File: src/rtl/pll_supervisor_if.sv
// Signal bundle between the PLL supervisor and the PLL / system-reset side.
// master = supervisor, slave = PLL and reset consumers.
`timescale 1ns/1ps
interface pll_supervisor_if;
  localparam int unsigned STATE_W = 3;
  localparam int unsigned LLC_W   = 8;

  logic               pll_locked;
  logic               retry_req;
  logic               pll_reset;
  logic               sys_rst_n;
  logic               fault;
  logic [STATE_W-1:0] state;
  logic [LLC_W-1:0]   lock_loss_cnt;

  modport master (
    input  pll_locked,
    input  retry_req,
    output pll_reset,
    output sys_rst_n,
    output fault,
    output state,
    output lock_loss_cnt
  );

  modport slave (
    output pll_locked,
    output retry_req,
    input  pll_reset,
    input  sys_rst_n,
    input  fault,
    input  state,
    input  lock_loss_cnt
  );
endinterface

File: src/rtl/pll_supervisor.sv
// PLL bring-up sequencer: pulses PLL reset, waits for lock with timeout/retries,
// qualifies lock stability, then releases sys_rst_n and watches for lock loss.
`timescale 1ns/1ps
module pll_supervisor #(
  parameter int unsigned PLL_RST_CYCLES = 16,
  parameter int unsigned LOCK_TIMEOUT   = 27_000,
  parameter int unsigned STABLE_CYCLES  = 2_700,
  parameter int unsigned MAX_RETRIES    = 3,
  parameter int unsigned CNT_W          = 16
) (
  input  logic              ext_clk,
  input  logic              rst_n,
  pll_supervisor_if.master  pll
);

  localparam int unsigned RETRY_W = 4;
  localparam int unsigned LLC_W   = 8;
  localparam longint unsigned CNT_MAX = (64'd1 << CNT_W) - 64'd1;

  // Reject parameter sets the counter or retry field cannot represent.
  if (PLL_RST_CYCLES < 1 || LOCK_TIMEOUT < 1 || STABLE_CYCLES < 1) begin : g_bad_cycles
    $error("pll_supervisor: cycle parameters must be >= 1");
  end
  if (MAX_RETRIES > 15) begin : g_bad_retries
    $error("pll_supervisor: MAX_RETRIES must be in 0..15");
  end
  if (CNT_W < 1 || CNT_W > 32) begin : g_bad_cnt_w
    $error("pll_supervisor: CNT_W must be in 1..32");
  end
  if (64'(PLL_RST_CYCLES) > CNT_MAX || 64'(LOCK_TIMEOUT) > CNT_MAX ||
      64'(STABLE_CYCLES) > CNT_MAX) begin : g_cnt_too_narrow
    $error("pll_supervisor: CNT_W too narrow for cycle parameters");
  end

  localparam logic [CNT_W-1:0]   RST_LAST     = CNT_W'(PLL_RST_CYCLES - 1);
  localparam logic [CNT_W-1:0]   TIMEOUT_LAST = CNT_W'(LOCK_TIMEOUT - 1);
  localparam logic [CNT_W-1:0]   STABLE_LAST  = CNT_W'(STABLE_CYCLES - 1);
  localparam logic [RETRY_W-1:0] RETRY_LIMIT  = RETRY_W'(MAX_RETRIES);
  localparam logic [LLC_W-1:0]   LLC_SAT      = '1;

  typedef enum logic [2:0] {
    S_RESET_PLL = 3'd0,
    S_WAIT_LOCK = 3'd1,
    S_STABILIZE = 3'd2,
    S_RUN       = 3'd3,
    S_FAULT     = 3'd4
  } state_e;

  state_e             state_q, state_d;
  logic [CNT_W-1:0]   cnt_q, cnt_d;
  logic [RETRY_W-1:0] retries_q, retries_d;
  logic [LLC_W-1:0]   loss_q, loss_d;
  logic [1:0]         sync_q;
  logic               pll_reset_q, pll_reset_d;
  logic               sys_rst_n_q, sys_rst_n_d;
  logic               fault_q, fault_d;
  logic               lk;

  // Two-flop synchroniser for the asynchronous lock indication.
  always_ff @(posedge ext_clk or negedge rst_n) begin
    if (!rst_n) begin
      sync_q <= '0;
    end else begin
      sync_q <= {sync_q[0], pll.pll_locked};
    end
  end

  assign lk = sync_q[1];

  always_ff @(posedge ext_clk or negedge rst_n) begin
    if (!rst_n) begin
      state_q     <= S_RESET_PLL;
      cnt_q       <= '0;
      retries_q   <= '0;
      loss_q      <= '0;
      pll_reset_q <= 1'b1;
      sys_rst_n_q <= 1'b0;
      fault_q     <= 1'b0;
    end else begin
      state_q     <= state_d;
      cnt_q       <= cnt_d;
      retries_q   <= retries_d;
      loss_q      <= loss_d;
      pll_reset_q <= pll_reset_d;
      sys_rst_n_q <= sys_rst_n_d;
      fault_q     <= fault_d;
    end
  end

  // Next state; outputs are decoded from the next state so they register in step with it.
  always_comb begin
    state_d   = state_q;
    cnt_d     = cnt_q;
    retries_d = retries_q;
    loss_d    = loss_q;

    unique case (state_q)
      S_RESET_PLL: begin
        if (cnt_q == RST_LAST) begin
          state_d = S_WAIT_LOCK;
          cnt_d   = '0;
        end else begin
          cnt_d = cnt_q + CNT_W'(1);
        end
      end

      // Lock is tested before the timeout so a coincident lock wins.
      S_WAIT_LOCK: begin
        if (lk) begin
          state_d = S_STABILIZE;
          cnt_d   = '0;
        end else if (cnt_q == TIMEOUT_LAST) begin
          cnt_d = '0;
          if (retries_q < RETRY_LIMIT) begin
            retries_d = retries_q + RETRY_W'(1);
            state_d   = S_RESET_PLL;
          end else begin
            state_d = S_FAULT;
          end
        end else begin
          cnt_d = cnt_q + CNT_W'(1);
        end
      end

      // Any unlocked cycle, including the last one, abandons the window.
      S_STABILIZE: begin
        if (!lk) begin
          state_d = S_WAIT_LOCK;
          cnt_d   = '0;
        end else if (cnt_q == STABLE_LAST) begin
          state_d   = S_RUN;
          cnt_d     = '0;
          retries_d = '0;
        end else begin
          cnt_d = cnt_q + CNT_W'(1);
        end
      end

      S_RUN: begin
        if (!lk) begin
          state_d = S_RESET_PLL;
          cnt_d   = '0;
          if (loss_q != LLC_SAT) begin
            loss_d = loss_q + LLC_W'(1);
          end
        end
      end

      S_FAULT: begin
        if (pll.retry_req) begin
          state_d   = S_RESET_PLL;
          cnt_d     = '0;
          retries_d = '0;
        end
      end

      default: begin
        state_d = S_RESET_PLL;
        cnt_d   = '0;
      end
    endcase

    pll_reset_d = (state_d == S_RESET_PLL) || (state_d == S_FAULT);
    sys_rst_n_d = (state_d == S_RUN);
    fault_d     = (state_d == S_FAULT);
  end

  assign pll.pll_reset     = pll_reset_q;
  assign pll.sys_rst_n     = sys_rst_n_q;
  assign pll.fault         = fault_q;
  assign pll.state         = state_q;
  assign pll.lock_loss_cnt = loss_q;

endmodule

File: src/flat_wrapper.sv
// flat-port wrapper written by rule: the top's interface ports become plain ports
module pll_supervisor_flat 
#(
  parameter int unsigned PLL_RST_CYCLES = 16,
  parameter int unsigned LOCK_TIMEOUT   = 27_000,
  parameter int unsigned STABLE_CYCLES  = 2_700,
  parameter int unsigned MAX_RETRIES    = 3,
  parameter int unsigned CNT_W          = 16
)
  (ext_clk, rst_n, pll_pll_locked, pll_retry_req, pll_pll_reset, pll_sys_rst_n, pll_fault, pll_state, pll_lock_loss_cnt);
  pll_supervisor_if pll_i ();
  input  logic ext_clk;
  input  logic rst_n;
  input wire logic [$bits(pll_i.pll_locked)-1:0] pll_pll_locked;
  input wire logic [$bits(pll_i.retry_req)-1:0] pll_retry_req;
  output wire logic [$bits(pll_i.pll_reset)-1:0] pll_pll_reset;
  output wire logic [$bits(pll_i.sys_rst_n)-1:0] pll_sys_rst_n;
  output wire logic [$bits(pll_i.fault)-1:0] pll_fault;
  output wire logic [$bits(pll_i.state)-1:0] pll_state;
  output wire logic [$bits(pll_i.lock_loss_cnt)-1:0] pll_lock_loss_cnt;
  assign pll_i.pll_locked = pll_pll_locked;
  assign pll_i.retry_req = pll_retry_req;
  assign pll_pll_reset = pll_i.pll_reset;
  assign pll_sys_rst_n = pll_i.sys_rst_n;
  assign pll_fault = pll_i.fault;
  assign pll_state = pll_i.state;
  assign pll_lock_loss_cnt = pll_i.lock_loss_cnt;
  pll_supervisor #(.PLL_RST_CYCLES(PLL_RST_CYCLES), .LOCK_TIMEOUT(LOCK_TIMEOUT), .STABLE_CYCLES(STABLE_CYCLES), .MAX_RETRIES(MAX_RETRIES), .CNT_W(CNT_W)) u_core (.ext_clk(ext_clk), .rst_n(rst_n), .pll(pll_i));
endmodule
File: config.mk
export PLATFORM = sky130hd
export DESIGN_NAME = pll_supervisor_flat
export DESIGN_NICKNAME = d
export VERILOG_FILES = /design/src/rtl/pll_supervisor_if.sv /design/src/rtl/pll_supervisor.sv /design/src/flat_wrapper.sv
export SDC_FILE = /design/constraint.sdc
export NUM_CORES = 1
export LEC_CHECK = 0
export BUFFER_PORTS_ARGS = -buffer_cell sky130_fd_sc_hd__buf_4
export CORE_ASPECT_RATIO = 1.25
export CORE_MARGIN = 2
export CORE_UTILIZATION = 40
export DETAILED_ROUTE_END_ITERATION = 6
export HOLD_SLACK_MARGIN = 0.1
export PLACE_DENSITY = 0.66
export REMOVE_ABC_BUFFERS = 1
export SLEW_MARGIN = 20
export SYNTH_ARGS = -nofsm -noshare
export SYNTH_HDL_FRONTEND = slang
export SYNTH_SLANG_ARGS = --single-unit
File: constraint.sdc
create_clock -name ext_clk -period 3 [get_ports ext_clk]
set_input_delay 0.45 -clock ext_clk [delete_from_list [all_inputs] [get_ports ext_clk]]
set_output_delay 0.45 -clock ext_clk [all_outputs]
set_load 0.01 [all_outputs]
[Word level (Yosys, flattened, before mapping)]
Cells that the tools add are included.
Word-level totals
  register bits after elaboration: 36
  latch bits: 0
  RAM bits: 0
  ROM bits: 0
  input port bits: 4
  output and inout bits: 14
  word-level logic and storage cells: 61
  memories kept: 0
Cells by class
  add/subtract/negate cells: 3
  multiply operators: 0
  div/mod/pow operators: 0
  order comparisons: 1
  equality and inequality tests: 17
  shifts and indexed selects: 0
  multiplexer cells: 24
  bitwise logic cells: 1
  reduce and logical (&&, ||, !) cells: 7
Operators with widths (count)
  $mux 16: 7
  $pmux 16 s5: 1
  $mux 3: 8
  $mux 4: 6
  $add 16x1->16 const B: 1
  $eq 16x12->1 const B: 1
  $eq 16x15->1 const B: 1
  $eq 16x4->1 const B: 1
  $pmux 3 s5: 1
  $pmux 4 s3: 1
  $eq 3x2->1 const B: 3
  $add 8x1->8 const B: 1
  $ne 2x1->1 const B: 4
  $ne 8x8->1 const B: 1
  $reduce_and 7->1: 1
  $eq 3x3->1 const B: 2
  $logic_not 3->1: 2
  $ne 2x2->1 const B: 3
  $add 4x1->4 const B: 1
  $lt 4x2->1 const B: 1
  $eq 3x1->1 const B: 1
  $reduce_and 3->1: 1
  $reduce_bool 3->1: 1
  $reduce_and 2->1: 1
  2 further kinds: 2

[Depth between registers and ports, before layout]
  depth after elaboration: 7
  gate-level depth with buffers: 7
  depth with buffers taken out: 6

[Worst setup path before layout]
OpenSTA, ideal clock, no wires.
  path type: reg-to-reg
  from: reg u_core.cnt_q[6]
  to: reg u_core.cnt_q[0]
  setup time: 0.125 ns
  arrival: 1.994 ns
  data required time: 2.875 ns
  slack: 0.881 ns
  cell stages (with the launch flop): 6
  path through: dfrtp_1 > or4b_4 > nor4_4 > nor3_2 > or3_1 > mux2_2
Between the ends
  word-level cells in the longest chain between the ends: 4
  elaborated cells on any way between the ends: 9
  those cells by class: eq/ne: 3; mux: 6
RTL lines
  start: declaration: line pll_supervisor.sv:50  | logic [CNT_W-1:0] cnt_q, cnt_d;
  start signal: assignment: line pll_supervisor.sv:81  | cnt_q <= cnt_d;
  $eq 16x12->1 / $eq 16x15->1 (equally long branches): line pll_supervisor.sv:130, pll_supervisor.sv:112
  $mux 16, on equally long branches: line pll_supervisor.sv:130, pll_supervisor.sv:112
  $mux 16, on equally long branches: line pll_supervisor.sv:127, pll_supervisor.sv:109
  $pmux 16 s5 *: line pll_supervisor.sv:97  | unique case (state_q)
Every way passes the cells marked *; elsewhere a longest branch is shown, timed or not.
A chain may end at the register's enable or synchronous reset.

[Final worst setup path]
  from: reg u_core.cnt_q[10]
  to: reg u_core.cnt_q[3]
The elaborated chain is that of the path after synthesis.

==> flow_summary.toml <==
[logic_synthesis]
yosysTopAreaCell = "dfrtp_1"
synthTopCellsByCount = "35 x dfrtp_1, 21 x nor2_1, 10 x xor2_1, 9 x xnor2_1, 8 x nand2_1"
syn-cell-area_sq_um = 1800
async_flop_share = 1.00
seq_area_frac_synth = 0.501
yosys_warnings = 0
netlist.area_leader.share = 0.486
yosysMostFrequentCell = "dfrtp_1"
synth_edf_count = 0
synth_area_per_cell_sq_um = 10.9
synthCells = 165
synth.distinct_cells = 46
ys_ff_latch = 36
synth_area_leaders = "dfrtp_1 49%, xor2_1 4.9%, nor2_1 4.4%"
synth_ff_type = "dfrtp_1"

[drt]
routedWlPerCell_microns = 13.9
wirelength_microns = 3430
drcViolationCount = 0
avgViaCountPerCell = 5.34
drtAntennaViolNets = 0
drtIter0Drc = 60
firstDrtPassIters = 4
routed-via-count = 1314

[worst_setup_path]
slowest_delay_ns = 0.72
worstSetupPathType = "register to register"
setup.worst_path.end_class = "register"
timing.rr.end = "u_core.cnt_q[3]"
cp-start-kind = "register"
cp_slowest_cell = "nor4_4"
cp_data_required_time_ns = 3.14
path_cells = "or3_4 -> nor4_2 -> nor2b_1 -> nor4_4 -> nor3_1"
worst-path-stages = 5
crit_buf_inv = 0
reg2regPathDepth = 5
worstPathArrival_ns = 2.62
cp_max_fo = 14
reg2reg_from = "u_core.cnt_q[10]"
r2r_slack_ns = 0.52
cp_top_family = "simple AND/OR/NAND/NOR gates"

[power]
clockPowerShare = 0.278
switching_share = 0.315
totalPowerFinal_mw = 1.33
p_sw_uw = 417
power_density_nw_per_um2 = 632
p_int_uw = 909
power_frac_comb = 0.245
leakage_nw = 0.957
peakVddDrop_uv = 391
seq_power_share = 0.477

[grt]
antenna_found_initial = 0
grt_overflow_total = 0
grt_max_degree = 37
globalRouteTotalUtil = 0.154
grt_pass1_vias = 1326
grt_pass1_wl_microns = 6110

[floorplanning]
dieArea_sq_um = 5060
start_util = 0.413
die_w_microns = 64.0
io_pins = 18
fp-row-count = 27
core_sq_um = 4360
die_height_microns = 79.0

[finish]
area_growth_pct = 16.4
n_antenna_cell = 0
nets = 194
layout-drive-gt1-share = 0.218

[timing]
rsz0062_at_grt = "false"
setup_viol = 0
layout_min_cycle_time_ns = 2.48
worst_slew_pin_slew_ns = 0.761
fmax_mhz = 403
fin_skew_ns = 0.00887
finalHoldViolations = 0
fin_crit_sh = 0.827
relSlewSlack = 0.486
fin_setup_tns_ns = 0
drv_slew = 0

[run]
cap_violations = 0

[outcome]
outcome = "finished clean"

[clock_tree]
numCtsBuffers = 5
cts_buffer_depth = 2
post_cts_buffers = 0
ctsHoldBuffers = 0
cts_root_buffer = "clkbuf_8"
ctsHtreeMaxLevel = 2
path_clk_slew_ns = 0.07
cts_resized = 0
cts_tree = "done"
numClockSinks = 36
clock_latency_ns = 0.28

[place]
port_buffers = 17
hpwl_microns = 2560
gp_congestion = 0.778

[min_path]
hp-class = "input port to asynchronous set/reset pin"
-- how the worst max path moves through the flow --
| stage | from | to | slack, ns |
|---|---|---|---|
| floorplan | u_core.cnt_q[10] | u_core.cnt_q[2] | 0.86 |
| global placement | u_core.cnt_q[10] | u_core.cnt_q[2] | 0.54 |
| detailed placement | u_core.cnt_q[10] | u_core.cnt_q[4] | 0.50 |
| CTS | u_core.cnt_q[10] | u_core.cnt_q[3] | 0.48 |
| global route | u_core.cnt_q[10] | u_core.cnt_q[3] | 0.32 |
| finish | u_core.cnt_q[10] | u_core.cnt_q[3] | 0.52 |
-- final cells by class --
class | count | area (sq um)
fillers | 407 | 2260
flip-flops and latches | 36 | 902
multi-input cells | 124 | 876
repair buffers | 19 | 143
clock buffers | 8 | 100
well taps | 58 | 72.6
inverters | 1 | 3.75
-- logic make-up (layout without fill, tap and decap cells) --
| kind of cell | Yosys count | in the layout | synth area share |
|---|---|---|---|
| XOR/XNOR | 19 | 19 | 0.0924 |
| multiplexers | 3 | 3 | 0.0181 |
| buffers and inverters | 5 | 28 | 0.0132 |
| AND/OR/NAND/NOR | 87 | 87 | 0.303 |
| AO/OA/AOI/OAI | 12 | 12 | 0.0514 |
| adder cells (fa/ha/maj) | 3 | 3 | 0.0208 |
| flip-flops | 36 | 36 | 0.501 |
-- power groups by stage --
| stage | clock network (mW) | registers (mW) | logic [mW] |
|---|---|---|---|
| global placement | 0 | 0.638 | 0.320 |
| CTS | 0.379 | 0.633 | 0.330 |
| global route | 0.401 | 0.646 | 0.370 |
| finish | 0.368 | 0.632 | 0.325 |
| detailed placement | 0 | 0.638 | 0.330 |
| floorplan | 0 | 0.631 | 0.217 |
-- through the flow --
stage | hold slack (ns) | utilization | cells | setup WS, ns | instance area (sq um)
3_3_place_gp | 0.332 | 0.458 | 238 | 0.542 | 2000
4_1_cts | 0.123 | 0.481 | 246 | 0.476 | 2100
5_1_grt | 0.146 | 0.481 | 246 | 0.317 | 2100
2_1_floorplan | 0.154 | - | 161 | 0.859 | 1780
3_5_place_dp | 0.335 | 0.458 | 238 | 0.499 | 2000
6_report | 0.109 | 0.481 | 246 | 0.519 | 2100
-- placed cells by master, fill, tap and decap left out, types with 2 or more instances in the layout --
cell type and count:
a21oi_1 2, a31o_2 2, and2_1 3, and3_1 6, buf_4 19, clkbuf_8 7
dfrtp_1 35, ha_1 3, mux2_2 2, nand2_1 8, nand2b_1 3, nand3_1 6
nand4_1 7, nand4b_1 2, nor2_1 21, nor2b_1 2, nor3_1 6, nor4_1 4
nor4_2 2, nor4_4 2, nor4b_1 2, o21ai_0 2, or3_1 2, xnor2_1 9
xor2_1 10
-- registers in the layout, indices dropped and copies added, names as in the netlist --
name                      cells
u_core.cnt_q                 16
u_core.pll.fault              1
u_core.pll.lock_loss_cnt      8
u_core.pll.pll_reset          1
u_core.pll.state              3
u_core.pll.sys_rst_n          1
u_core.retries_q              4
u_core.sync_q                 2
-- per-layer routing --
metal	vias up	GRT usage	routed length, microns
met3	7	0.0411	132
met2	22	0.254	1730
met5	-	0	0
li1	647	-	-
met1	638	0.189	1510
met4	0	0.0630	54
(Power assumes the default switching activity.)
